$ cat src/rtl/me_pkg.sv
// Shared definitions for the motion-estimation control path: FSM states and
// motion-vector width derivation from the search-window size.
package me_pkg;

  typedef enum logic [1:0] {
    ST_IDLE    = 2'd0,
    ST_ISSUE   = 2'd1,
    ST_RELEASE = 2'd2,
    ST_DRAIN   = 2'd3
  } me_state_e;

  function automatic int vec_width(input int sw_length);
    return $clog2(sw_length + 1);
  endfunction

  // Packed {y,x}; each component drops the sign-extension bit of VEC_WIDTH.
  function automatic int mvec_width(input int sw_length);
    return (vec_width(sw_length) - 1) * 2;
  endfunction

endpackage

$ cat src/rtl/me_result_slot.sv
// One-entry valid/ready result register. A load always wins over an accept in
// the same cycle; the initiator never loads while the slot is full.
module me_result_slot #(
  parameter int SAD_WIDTH = 16,
  parameter int MVEC_W    = 12,
  parameter int BLK_WIDTH = 12
) (
  input  logic                 clk,
  input  logic                 rst_n,
  input  logic                 load,
  input  logic [SAD_WIDTH-1:0] sad_in,
  input  logic [MVEC_W-1:0]    mvec_in,
  input  logic [BLK_WIDTH-1:0] idx_in,
  input  logic                 last_in,
  input  logic                 ready,
  output logic                 valid,
  output logic [SAD_WIDTH-1:0] sad,
  output logic [MVEC_W-1:0]    mvec,
  output logic [BLK_WIDTH-1:0] idx,
  output logic                 last
);

  always_ff @(posedge clk or negedge rst_n) begin
    if (!rst_n) begin
      valid <= 1'b0;
      sad   <= '0;
      mvec  <= '0;
      idx   <= '0;
      last  <= 1'b0;
    end else if (load) begin
      valid <= 1'b1;
      sad   <= sad_in;
      mvec  <= mvec_in;
      idx   <= idx_in;
      last  <= last_in;
    end else if (valid && ready) begin
      valid <= 1'b0;
    end
  end

endmodule

$ cat src/rtl/me_req_initiator.sv
// Host-side initiator for the ME core req/ack 4-phase handshake: walks the
// blocks of a frame, captures each result and hands it to a 1-entry stream.
//
// Handshakes: req/ack is 4-phase (req rises, ack rises, req falls, ack falls);
// res_valid/res_ready transfers on a cycle with both high, res_valid never
// drops and res_* never change until that transfer.
module me_req_initiator
  import me_pkg::*;
#(
  parameter int SAD_WIDTH      = 16,
  parameter int SW_LENGTH      = 64,
  parameter int BLK_WIDTH      = 12,
  parameter int TIMEOUT_CYCLES = 8192
) (
  input  logic                               clk,
  input  logic                               rst_n,
  input  logic                               start,
  input  logic [BLK_WIDTH-1:0]               num_blocks,
  input  logic [SAD_WIDTH-1:0]               thr_cfg,
  output logic                               req,
  output logic [SAD_WIDTH-1:0]               threshold,
  output logic [BLK_WIDTH-1:0]               blk_idx,
  input  logic                               ack,
  input  logic [SAD_WIDTH-1:0]               min_sad,
  input  logic [mvec_width(SW_LENGTH)-1:0]   min_mvec,
  output logic                               res_valid,
  input  logic                               res_ready,
  output logic [SAD_WIDTH-1:0]               res_sad,
  output logic [mvec_width(SW_LENGTH)-1:0]   res_mvec,
  output logic [BLK_WIDTH-1:0]               res_idx,
  output logic                               res_last,
  output logic                               busy,
  output logic                               done,
  output logic                               err,
  output logic [1:0]                         state_dbg
);

  localparam int MVEC_W = mvec_width(SW_LENGTH);
  localparam int TO_W   = $clog2(TIMEOUT_CYCLES + 1);
  localparam logic [TO_W-1:0] TO_LIMIT = TO_W'(TIMEOUT_CYCLES);
  localparam logic [TO_W-1:0] TO_LAST  = TO_W'(TIMEOUT_CYCLES - 1);

  me_state_e            state;
  logic [BLK_WIDTH-1:0] num_q;
  logic [TO_W-1:0]      to_cnt;
  logic                 capture;
  logic                 is_last;
  logic                 slot_free;
  logic                 start_ok;

  assign capture   = (state == ST_ISSUE) && ack;
  assign is_last   = (blk_idx == num_q - BLK_WIDTH'(1));
  assign slot_free = !res_valid || res_ready;
  // done is still high on the first IDLE cycle; a start there is dropped.
  assign start_ok  = start && (state == ST_IDLE) && !done;
  assign state_dbg = state;

  me_result_slot #(
    .SAD_WIDTH (SAD_WIDTH),
    .MVEC_W    (MVEC_W),
    .BLK_WIDTH (BLK_WIDTH)
  ) u_slot (
    .clk     (clk),
    .rst_n   (rst_n),
    .load    (capture),
    .sad_in  (min_sad),
    .mvec_in (min_mvec),
    .idx_in  (blk_idx),
    .last_in (is_last),
    .ready   (res_ready),
    .valid   (res_valid),
    .sad     (res_sad),
    .mvec    (res_mvec),
    .idx     (res_idx),
    .last    (res_last)
  );

  always_ff @(posedge clk or negedge rst_n) begin
    if (!rst_n) begin
      state     <= ST_IDLE;
      req       <= 1'b0;
      threshold <= '0;
      blk_idx   <= '0;
      num_q     <= '0;
      to_cnt    <= '0;
      busy      <= 1'b0;
      done      <= 1'b0;
      err       <= 1'b0;
    end else begin
      done <= 1'b0;
      case (state)
        ST_IDLE: begin
          if (start_ok) begin
            num_q     <= num_blocks;
            threshold <= thr_cfg;
            err       <= 1'b0;
            blk_idx   <= '0;
            to_cnt    <= '0;
            if (num_blocks == '0) begin
              done <= 1'b1;
            end else begin
              busy  <= 1'b1;
              req   <= 1'b1;
              state <= ST_ISSUE;
            end
          end
        end
        ST_ISSUE: begin
          if (ack) begin
            req   <= 1'b0;
            state <= ST_RELEASE;
          end else begin
            // Timeout only flags; req stays high so the core is never abandoned.
            if (to_cnt != TO_LIMIT) to_cnt <= to_cnt + 1'b1;
            if (to_cnt == TO_LAST)  err    <= 1'b1;
          end
        end
        ST_RELEASE: begin
          if (!ack) begin
            if (is_last) begin
              state <= ST_DRAIN;
            end else if (slot_free) begin
              blk_idx <= blk_idx + BLK_WIDTH'(1);
              req     <= 1'b1;
              to_cnt  <= '0;
              state   <= ST_ISSUE;
            end
          end
        end
        ST_DRAIN: begin
          // The last result may already have been taken while ack was falling.
          if (slot_free) begin
            done  <= 1'b1;
            busy  <= 1'b0;
            state <= ST_IDLE;
          end
        end
        default: state <= ST_IDLE;
      endcase
    end
  end

endmodule

$ cat config.mk
export PLATFORM = sky130hd
export DESIGN_NAME = me_req_initiator
export DESIGN_NICKNAME = d
export VERILOG_FILES = /design/src/rtl/me_pkg.sv /design/src/rtl/me_result_slot.sv /design/src/rtl/me_req_initiator.sv
export SDC_FILE = /design/constraint.sdc
export NUM_CORES = 1
export LEC_CHECK = 0
export ABC_AREA = 1
export CORE_ASPECT_RATIO = 1.5
export CORE_UTILIZATION = 35
export CTS_CLUSTER_SIZE = 25
export DETAILED_ROUTE_END_ITERATION = 6
export GPL_TIMING_DRIVEN = 0
export SYNTH_ARGS = -nofsm -noshare
export SYNTH_HDL_FRONTEND = slang
export SYNTH_HIERARCHICAL = 1
export SYNTH_SLANG_ARGS = --single-unit
$ cat constraint.sdc
create_clock -name clk -period 2.1 [get_ports clk]
set_clock_uncertainty 0.05 [all_clocks]
set_input_delay 0.42 -clock clk [delete_from_list [all_inputs] [get_ports clk]]
set_output_delay 0.42 -clock clk [all_outputs]
set_load 0.02 [all_outputs]
* Word level (Yosys, flattened, before mapping)
Cells that the tools add are included.
Widths: inputs -> output; s select.
** Word-level totals
- Output and inout port bits :: 76
- Logic and storage cells :: 94
- Bits in registers :: 102
- Input port bits :: 61
** Operators by class
- Multiplexer cells :: 39
- Reductions and logical operators :: 21
- Equality and inequality tests :: 17
- Add/sub/neg operators :: 3
** Operators with widths (number)
- $mux 14 :: 6
- $mux 12 :: 4
- $pmux 14 s3 :: 1
- $pmux 12 s2 :: 1
- $ne 2x2->1 const B :: 8
- $mux 1 :: 15
- $add 14x1->14 const B :: 1
- $eq 14x13->1 const B :: 1
- $mux 2 :: 7
- $ne 14x14->1 const B :: 1
- $reduce_and 7->1 :: 2
- $add 12x1->12 const B :: 1
- $eq 12x12->1 :: 1
- $logic_not 12->1 :: 1
- $sub 12x1->12 const B :: 1
- $pmux 2 s4 :: 1
- $reduce_and 4->1 :: 2
- $reduce_bool 2->1 :: 4
- $pmux 1 s2 :: 3
- $reduce_and 6->1 :: 1
- $reduce_and 5->1 :: 1
- $eq 2x2->1 const B :: 2
- $logic_and 1x1->1 :: 4
- $ne 2x1->1 const B :: 2
- 8 further kinds :: 9

* Longest topological paths before layout
Gate-level depths: netlist of run 1.
- Word-level depth :: 6
- Gate-level depth with buffers :: 17

* By module
Netlist of run 1, hierarchy kept.
** Modules (own cells, without submodules)
- me_req_initiator :: cells an instance 538, sequential area each 1501.4 sq um, area an instance 3806.2 sq um, times used 1
- me_result_slot :: cells an instance 178, sequential area each 1051.0 sq um, area an instance 1690.4 sq um, times used 1

* Worst setup path before layout of run 1
OpenSTA, ideal clock, no wires.
- Path kind :: register to register
- Start point :: register num_q[0]
- End point :: register to_cnt[0]
- Stages on the path, launching flop included :: 15
- Data required time :: 1932 ps
- Clock period less this slack :: 2154 ps
- Path slack :: -54 ps
- Data arrival time :: 1986 ps
- Buffers on the path :: 2
- Setup time :: 118 ps
- Path through :: dfrtp_1 > inv_1 > ha_1 > inv_1 > nor2_4 > nand2_1 > nor2_1 > xor2_1 > nand2_1 > nor2_1 > nand4_2 > buf_6 > clkbuf_8 > nand4_1 > nand2_1
** On the way
- Longest elaborated chain between the ends :: 4
** Ends and longest elaborated chain
- from (decl) :: line me_req_initiator.sv:44 : logic [BLK_WIDTH-1:0] num_q;
- from (signal assigned) :: line me_req_initiator.sv:94 : num_q <= num_blocks;
- $sub 12x1->12 :: line me_req_initiator.sv:52 : assign is_last = (blk_idx == num_q - BLK_WIDTH'(1));
- $eq 12x12->1 :: line me_req_initiator.sv:52
- $ne 2x2->1 (no source line)
- $reduce_and 7->1 (no source line)
- to (signal assigned) :: line me_req_initiator.sv:114 : if (to_cnt != TO_LIMIT) to_cnt <= to_cnt + 1'b1;
- to (decl) :: line me_req_initiator.sv:45 : logic [TO_W-1:0] to_cnt;
Every way passes these cells.
A chain may end at the register's enable or synchronous reset.

* Worst setup path in the final report of run 1
- Start point :: register num_q[1]
- End point :: register to_cnt[3]
Same word-level chain as after synthesis.

==> flow_metrics.tcl, run 1 <==
set metrics [dict create \
    ys_seq_area_frac 0.464 \
    top_usage_layer "met2" \
    synth.distinct_cells 36 \
    core.rowCount 55 \
    vdd_drop_max_v 0.000642 \
    grt_use_met2 0.322 \
    cp.required_ns 2.29 \
    via_count 5001 \
    wl_mm 14.0 \
    final_cell_mix "nand2_1, clkdlybuf4s50_1, dfrtp_1" \
    drt-pass1-iter-count 4 \
    netlist_area_mm2 0.00550 \
    synth_xor_area_frac 0.0446 \
    grt_use_met3 0.0394 \
    die_w_um 104 \
    final_layout_size_suffix_gt1_frac 0.140 \
    drc 0 \
    initial_core_util 0.361 \
    final_common_cell "nand2_1" \
    overflow 0 \
    die_h_um 155 \
    cp.arrival_ns 2.44 \
    portBuffers 136 \
    synth_top_cell_by_area "dfrtp_1" \
    antenna_cells 0 \
    instances_no_fill 1085 \
    use_met1 0.220 \
    power_per_cell_area_mw_per_mm2 1270 \
    cp_common_cell "nand2_1" \
    rsz0062_at_grt "yes" \
    worstSetupPathType "register to register" \
    dp.cells 1052 \
    min_path_type "primary input to asynchronous set/reset pin" \
    netlist_instances 716 \
    grt_use_total 0.183 \
    p_leak_nw 3.70 \
    synthTopCellsByArea "dfrtp_1, nand2_1, nor2_1" \
    worst_pin_slew_ns 0.600 \
    pre_cts_slack_ns -0.402 \
    whs_ns -0.00997 \
    cts_tree "built" \
    ys_seq_elements 102 \
    avgSynthCellArea_um2 7.68 \
    postRouteAntennaNets 0 \
    clock_latency_ns 0.35 \
    status "finished with violations" \
    synth_top_family_by_area "simple AND/OR/NAND/NOR gates" \
    grt_pass1_wl_mm 24.1 \
    fin_util 0.513 \
    cap_violations 0 \
    slew_viol_final 0 \
    synthMuxAreaShare 0 \
    critPathLaunchType "register" \
    dieArea_mm2 0.0162 \
    yosysWarnings 6 \
    dp_hpwl_mm 10.2 \
    cp_max_fo 10 \
    antenna_found_initial 0 \
    min_period_ns 2.25 \
    syn_nets 785 \
    maxSlewHeadroom 0.596 \
    synthAdderAreaFrac 0.0182 \
    cts_num_sinks 102 \
    cp_slowest_cell "dfrtp_1" \
    setup_ws_ns -0.154 \
    critPathCaptureType "register" \
    grt_pass1_vias 5025 \
    finalSetupViolCount 28 \
    synthSimpleGateAreaFrac 0.370 \
    fill_cells 1448 \
    clk_pin_slew_worst_paths_ns 0.08 \
    core_area_mm2 0.0152 \
    nNetsFinal 950 \
    dpl_cell_area_mm2 0.00715 \
    syn_to_final_growth_pct 41.8 \
    hold_viol_final 8 \
    max_stage_delay_ns 0.39 \
    wire_per_inst_um 12.9 \
    crit_chain "inv_2, ha_4, inv_4, nor2_4, nand2_4, nand2_1, nand3_1, nor2_2, nand2_1, nor2_2, nand4_4, buf_6, clkbuf_16, nand4_1, nand2_1" \
    htree_levels 3 \
    min_period_over_period 1.07 \
    io_pins 137 \
    numCtsBuffers 9 \
    synth_compound_area_frac 0.0239 \
    fin_area_mm2 0.00780 \
    clock.fmax_mhz 444 \
    holdBufCountCts 0 \
    grt_max_degree 64 \
    cts_buffer_depth 2 \
    violations "hold timing, setup timing" \
    drt-initial-drc-count 287 \
    routabilityCongestion 0.839 \
    vias_per_cell 4.61 \
    netlist.area_leader.share 0.464 \
    cts_root_buf "clkbuf_16" \
]
-- logic make-up (layout without fill, tap and decap cells) --
kind of cell / Yosys count / in the layout
and+or+nand+nor: 474 / 474
DFF: 102 / 102
buffers and inverters: 81 / 251
xor gates and xnor gates: 28 / 28
AOI/OAI and AO/OA: 23 / 23
adders and majority gates: 8 / 8
-- metrics by stage --
stage / total power, W / TNS, ns
floorplan: 0.00583 / 0
detailed placement: 0.00757 / -13.23
global placement: 0.00753 / -370.08
finish: 0.00989 / -3.60
global route: 0.0107 / -7.84
CTS: 0.00970 / -2.89
-- metal layers --
metal / up-vias / share of wire / wire length, um
met1: 2261 / 0.43 / 5970
met3: 18 / 0.056 / 778
met2: 147 / 0.50 / 6960
met4: 0 / 0.020 / 284
li1: 2575 / - / -
met5: - / 0 / 0
-- synthesized netlist by cell type --
cell and count:
dlygate4sd1_1 1, and3_2 1, nand2_2 21, nand3_1 22, buf_8 1, a32o_1 1, buf_4 4, a41oi_1 1
o21ai_0 16, inv_8 1, nand3b_1 2, inv_2 2, nand4_1 33, nor2_2 4, ha_1 8, buf_2 1
o31ai_1 2, xor2_1 23, xnor2_1 5, nand4_2 1, nor2_4 2, clkbuf_8 2, a21oi_1 2, inv_1 52
nor2_1 67, dfrtp_1 102, nor3_1 9, nand3_4 1, nand3_2 1, buf_6 5, clkbuf_1 8, buf_12 2
nor4_1 6, nand2_1 304, o21bai_1 1, buf_1 2
-- where the power goes --
| group | switching, W | internal, W |
|---|---|---|
| logic | 0.00288 | 0.00221 |
| clock network | 0.000820 | 0.000966 |
| registers | 0.000436 | 0.00257 |
-- cell type report --
type                    count  area, um^2  share of cell area
plain buffers              26         253              0.0324
clock inverters             7         103              0.0132
flip-flops and latches    102        2560               0.329
multi-input cells         533        2670               0.343
repair buffers            154        1520               0.195
inverters                  55         216              0.0278
well taps                 199         249              0.0319
clock buffers               9         225              0.0289
-- what timing repair did --
item | 4_1_cts | 5_1_grt
hold endpoints to repair | 0 | 0
pin swaps | 7 | 19
endpoints found under the setup margin | 53 | 37
setup buffers | 15 | 5
resized for setup | 16 | 40
-- flip-flops by register name, summed over array words and instances (netlist names) --
| name | flops |
|---|---|
| u_slot/valid | 1 |
| num_q | 12 |
| state_dbg | 2 |
| done | 1 |
| u_slot/last | 1 |
| u_slot/sad | 16 |
| to_cnt | 14 |
| err | 1 |
| blk_idx | 12 |
| u_slot/mvec | 12 |
| threshold | 16 |
| u_slot/idx | 12 |
| busy | 1 |
| req | 1 |
-- critical path, delay by kind of cell (launching register included) --
kind	cells	cell delay, ns
adder cells (fa/ha/maj)	1	0.14
AND/OR/NAND/NOR	10	1.08
flip-flops	1	0.39
buffers and inverters	4	0.46
-- worst paths after layout --
kind                                            start                          to  slack (ns)  cells after the start
setup reg to reg                 num_q[1]$_DFFE_PN0P_       to_cnt[3]$_DFFE_PN0P_       -0.15                     15
setup / recovery                 num_q[1]$_DFFE_PN0P_       to_cnt[3]$_DFFE_PN0P_       -0.15                     15
hold / removal                                  rst_n        num_q[2]$_DFFE_PN0P_       -0.01                      1
max in group asynchronous                       rst_n      blk_idx[2]$_DFFE_PN0P_        1.29                      2
min in group clk           u_slot/mvec[6]$_DFFE_PN0P_  u_slot/mvec[6]$_DFFE_PN0P_        0.42                      2
hold reg to reg            u_slot/mvec[6]$_DFFE_PN0P_  u_slot/mvec[6]$_DFFE_PN0P_        0.42                      2
Note: power is estimated with default switching activity, not from simulation.
==> run 2: changes to the inputs <==
Settings changed: CORE_ASPECT_RATIO 1.5 to 1.25.
==> run 2 against run 1 <==
The run ends with setup timing left; register-to-register slack lost 0.02 ns; fmax down 0.69%; power is 0.61% lower; sequential share of layout area down 0.096 points; sequential power about the same; setup slack worse by 0.016 ns; worst hold slack improved by 0.13 ns; die area hardly changed; core utilization is 0.31 points higher; via count rose by 0.34%; wire length fell by 0.64%.
==> flow_metrics.tcl, run 2 (synthesized netlist as in run 1, its figures left out) <==
set metrics [dict create \
    status "finished with violations" \
    violations "setup timing" \
    cp.arrival_ns 2.46 \
    grt_max_degree 67 \
    p_leak_nw 3.72 \
    overflow 0 \
    met1Wirelength_mm 6.29 \
    critPathCaptureType "register" \
    io_pins 137 \
    critPathLaunchType "register" \
    antenna_cells 0 \
    die_w_um 114 \
    wire_per_inst_um 12.7 \
    final_cell_mix "nand2_1, clkdlybuf4s50_1, dfrtp_1" \
    path_delay_family "simple AND/OR/NAND/NOR gates" \
    core_area_mm2 0.0151 \
    drc 0 \
    whs_ns 0.125 \
    min_period_ns 2.27 \
    finalSetupViolCount 27 \
    routabilityCongestion 0.816 \
    fin_tns_setup_ns -3.37 \
    numCtsBuffers 9 \
    critPathBufInv 5 \
    min_period_over_period 1.08 \
    final_layout_size_suffix_gt1_frac 0.135 \
    power_per_cell_area_mw_per_mm2 1260 \
    syn_to_final_growth_pct 42.0 \
    clock.fmax_mhz 441 \
    cts_tree "built" \
    grt_pass1_wl_mm 23.0 \
    fill_cells 1489 \
    via_count 5018 \
    dieArea_mm2 0.0162 \
    hold_viol_final 0 \
    rsz0062_at_grt "yes" \
    cts_num_sinks 102 \
    clk_pin_slew_worst_paths_ns 0.07 \
    vias_per_cell 4.58 \
    drt-pass1-iter-count 5 \
    highest_layer "met4" \
    cts_buffer_depth 2 \
    grt_use_total 0.177 \
    holdBufCountCts 0 \
    wl_mm 13.9 \
    postRouteAntennaNets 0 \
    crit_start "num_q[1]$_DFFE_PN0P_" \
    worstReg2RegStart "num_q[1]$_DFFE_PN0P_" \
    dr_wl_met2_mm 6.61 \
    cp_slowest_cell "dfrtp_1" \
    clock_latency_ns 0.34 \
    vdd_drop_max_v 0.000539 \
    route.met3.wl_um 822 \
    nNetsFinal 951 \
    portBuffers 136 \
    core.rowCount 50 \
    cap_violations 0 \
    cp.required_ns 2.29 \
    fin_util 0.516 \
    worstSetupPathType "register to register" \
    grt_pass1_vias 4713 \
    dp_hpwl_mm 10.1 \
    final_common_cell "nand2_1" \
    setup_ws_ns -0.169 \
    maxSlewHeadroom 0.431 \
    cts_root_buf "clkbuf_16" \
    fin_area_mm2 0.00781 \
    crit_chain "inv_2, ha_4, inv_4, nor2_4, nand2_4, buf_6, nor2_1, nor2_1, nand2_1, nor2_4, nand2_2, nor2_4, nand4_4, buf_12, nand3_4, clkbuf_16, nand2_1, nand2_1" \
    worst_pin_slew_ns 0.853 \
    reg_top3 "threshold x16, u_slot/sad x16, to_cnt x14" \
    slew_viol_final 0 \
    pre_cts_slack_ns -0.386 \
    max_stage_delay_ns 0.39 \
    antenna_found_initial 0 \
    htree_levels 3 \
    drt-initial-drc-count 178 \
    min_path_type "primary input to asynchronous set/reset pin" \
    cp_max_fo 9 \
    initial_core_util 0.363 \
    dpl_cell_area_mm2 0.00715 \
    die_h_um 142 \
]
run 2: changes by cell type in the layout (fill, tap and decap cells not counted), moves of 3 or more:
cell,previous run,this run
buf_4,21,18
dfrtp_1,95,98
dfrtp_2,7,4
inv_6,0,3
run 2: worst paths after layout:
path	end	cells past startpoint	slack, ns
max in group asynchronous	blk_idx[0]$_DFFE_PN0P_	2	1.17
hold / removal	threshold[12]$_DFFE_PN0P_	1	0.12
min in group clk	u_slot/sad[3]$_DFFE_PN0P_	2	0.42
setup / recovery	blk_idx[6]$_DFFE_PN0P_	18	-0.17
setup reg to reg	blk_idx[6]$_DFFE_PN0P_	18	-0.17
hold reg to reg	u_slot/sad[3]$_DFFE_PN0P_	2	0.42
run 2: what timing repair did:
item                       4_1_cts  5_1_grt
setup buffers                   15        6
setup endpoints to repair       53       49
resized for setup               18       35
gates cloned                     1        2
pin swaps                       22       22
run 2: area by class of cell:
class                           count  area [um^2]  area share
Sequential cell                   102         2560       0.328
Clock inverter                      7         80.1      0.0103
Tap cell                          208          260      0.0333
Buffer                             26          248      0.0317
Inverter                           55          216      0.0277
Clock buffer                        9          225      0.0288
Timing Repair Buffer              155         1560       0.200
Multi-Input combinational cell    533         2660       0.340
run 2: stage by stage:
stage	power, W	cells
3_3_place_gp	0.00752	1060
5_1_grt	0.0106	1095
4_1_cts	0.00962	1091
3_5_place_dp	0.00756	1061
2_1_floorplan	0.00583	716
6_report	0.00983	1095
run 2: report_power, final:
part	internal [W]	switching (W)
Clock	0.000940	0.000781
Combinational	0.00223	0.00286
Sequential	0.00257	0.000445
run 2: metal layers:
metal,up-vias,track usage
met1,2287,0.227
met3,14,0.0430
met2,137,0.297
met5,-,0
li1,2580,-
met4,0,0.0506
==> run 3: changes to the inputs <==
Clock period 2.1 ns to 1.9 ns, I/O delays scaled along.
==> run 3 against run 2 <==
The flow still finishes with violations (setup timing); worst hold slack got worse by 0.058 ns; cell count is 0.18% higher; first-iteration DRC count grew 10%; fmax fell by 0.27%; critical path type unchanged; setup slack lost 0.21 ns; die area unchanged; critical path depth decreased by 3; highest routed layer unchanged; sequential share of layout area grew 0.16 points; register-to-register slack worse by 0.21 ns; largest power group unchanged; via count is 0.92% lower.
==> flow_metrics.tcl, run 3 (synthesized netlist as in run 1, its figures left out) <==
set metrics [dict create \
    reg_top3 "threshold x16, u_slot/sad x16, to_cnt x14" \
    drc 0 \
    final_layout_size_suffix_gt1_frac 0.137 \
    min_path_type "primary input to asynchronous set/reset pin" \
    cp_slowest_cell "dfrtp_1" \
    power_frac_comb 0.509 \
    switching_share 0.409 \
    critPathCaptureType "register" \
    clock.fmax_mhz 439 \
    path_delay_family "simple AND/OR/NAND/NOR gates" \
    cap_violations 0 \
    grt_use_total 0.177 \
    overflow 0 \
    final_cell_mix "nand2_1, clkdlybuf4s50_1, dfrtp_1" \
    cts_buffer_depth 2 \
    clock_latency_ns 0.35 \
    fill_cells 1488 \
    switchingPower_w 0.00446 \
    htree_levels 3 \
    min_period_ns 2.28 \
    core_area_mm2 0.0151 \
    wl_mm 13.8 \
    status "finished with violations" \
    dp_hpwl_mm 10.0 \
    max_stage_delay_ns 0.40 \
    clk_pin_slew_worst_paths_ns 0.07 \
    cp_max_fo 9 \
    cp_common_cell "nand2_1" \
    critPathLaunchType "register" \
    slew_viol_final 0 \
    die_w_um 114 \
    crit_chain "inv_2, ha_4, inv_2, nor2_4, nand2_4, nor2_4, xor2_1, nand2_1, nor2_2, nand4_2, buf_6, nand3_4, clkbuf_16, nand2_1, nand2_1" \
    vdd_drop_max_v 0.000580 \
    antenna_found_initial 0 \
    pre_cts_slack_ns -0.443 \
    drt-pass1-iter-count 4 \
    grt_pass1_vias 4844 \
    worstReg2RegStart "num_q[1]$_DFFE_PN0P_" \
    antenna_cells 0 \
    hold_viol_final 0 \
    cts_num_sinks 102 \
    syn_to_final_growth_pct 41.5 \
    min_period_over_period 1.20 \
    via_count 4972 \
    crit_start "num_q[1]$_DFFE_PN0P_" \
    p_int_w 0.00643 \
    wire_per_inst_um 12.5 \
    worst_pin_slew_ns 0.856 \
    r2r_slack_ns -0.38 \
    nNetsFinal 953 \
    grt_max_degree 66 \
    portBuffers 136 \
    finalSetupViolCount 29 \
    numCtsBuffers 9 \
    power.total_w 0.0109 \
    routabilityCongestion 0.834 \
    cp.arrival_ns 2.50 \
    power_per_cell_area_mw_per_mm2 1400 \
    cts_tree "built" \
    critPathBufInv 4 \
    cp.required_ns 2.13 \
    whs_ns 0.0664 \
    dieArea_mm2 0.0162 \
    worstSetupPathType "register to register" \
    holdBufCountCts 0 \
    vias_per_cell 4.53 \
    cts_root_buf "clkbuf_16" \
    final_common_cell "nand2_1" \
    postRouteAntennaNets 0 \
    pwr-share-seq 0.305 \
    drt-initial-drc-count 196 \
    violations "setup timing" \
    rsz0062_at_grt "yes" \
    maxSlewHeadroom 0.429 \
    setup_ws_ns -0.375 \
    p_leak_nw 3.86 \
    clkPwrFrac 0.186 \
    core.rowCount 50 \
    initial_core_util 0.363 \
    grt_pass1_wl_mm 22.9 \
    io_pins 137 \
    die_h_um 142 \
]
[run 3: changes by cell type in the layout (fill, tap and decap cells not counted), moves of 3 or more]
cell / before / now
clkdlybuf4s50_1: 135 / 121
nor2_4: 7 / 4
nor2_2: 4 / 9
dlygate4sd2_1: 0 / 8
dlymetal6s2s_1: 0 / 6
nand2_2: 29 / 24
buf_4: 18 / 22
nand2_1: 294 / 299
[run 3: layout make-up]
cell class	instances	area, um^2	area share
Timing Repair Buffer	157	1560	0.200
Sequential cell	102	2560	0.329
Clock inverter	7	103	0.0132
Inverter	55	214	0.0275
Buffer	26	246	0.0317
Clock buffer	9	225	0.0290
Multi-Input combinational cell	533	2610	0.335
Tap cell	208	260	0.0335
[run 3: per-stage QoR]
stage          setup TNS (ns)  instance area (um^2)  utilization  cells
6_report                -9.70                  7780        0.514   1097
2_1_floorplan           -3.50                  5530            -    716
3_5_place_dp           -14.29                  7170        0.473   1061
5_1_grt                -14.00                  7780        0.514   1097
4_1_cts                 -8.28                  7630        0.504   1090
3_3_place_gp          -382.92                  7150        0.472   1060
[run 3: power by group through the flow]
stage	clock [W]	combinational (W)	sequential, W
3_3_place_gp	0	0.00499	0.00335
4_1_cts	0.00208	0.00529	0.00333
3_5_place_dp	0	0.00503	0.00335
6_report	0.00203	0.00554	0.00332
2_1_floorplan	0	0.00254	0.00394
5_1_grt	0.00217	0.00610	0.00340
[run 3: repair_timing]
action | CTS | global route
setup buffers | 14 | 6
endpoints found under the hold margin | 0 | 0
resized for setup | 25 | 24
cloned | 0 | 2
setup endpoints to repair | 65 | 59
pin swaps | 11 | 5
[run 3: metal layers]
layer | track usage | vias to the layer above | routed length (um)
met5 | 0 | - | 0
met4 | 0.0629 | 0 | 225
met3 | 0.0332 | 15 | 809
met2 | 0.304 | 134 | 6490
met1 | 0.220 | 2243 | 6230
li1 | - | 2580 | -
[run 3: worst paths after layout]
| kind | to | cells after the start |
|---|---|---|
| max | blk_idx[8]$_DFFE_PN0P_ | 15 |
| min | threshold[13]$_DFFE_PN0P_ | 1 |
| max reg2reg | blk_idx[8]$_DFFE_PN0P_ | 15 |
| min reg2reg | u_slot/mvec[3]$_DFFE_PN0P_ | 2 |
| max in group asynchronous | blk_idx[8]$_DFFE_PN0P_ | 2 |
| min in group clk | u_slot/mvec[3]$_DFFE_PN0P_ | 2 |
[run 3: worst register-to-register path: stages, from the launching register on]
cell and delay (ns):
dfrtp_1 0.40, inv_2 0.09, ha_4 0.13, inv_2 0.04, nor2_4 0.18, nand2_4 0.10
nor2_4 0.09, xor2_1 0.20, nand2_1 0.10, nor2_2 0.13, nand4_2 0.15, buf_6 0.19
nand3_4 0.10, clkbuf_16 0.15, nand2_1 0.04, nand2_1 0.06
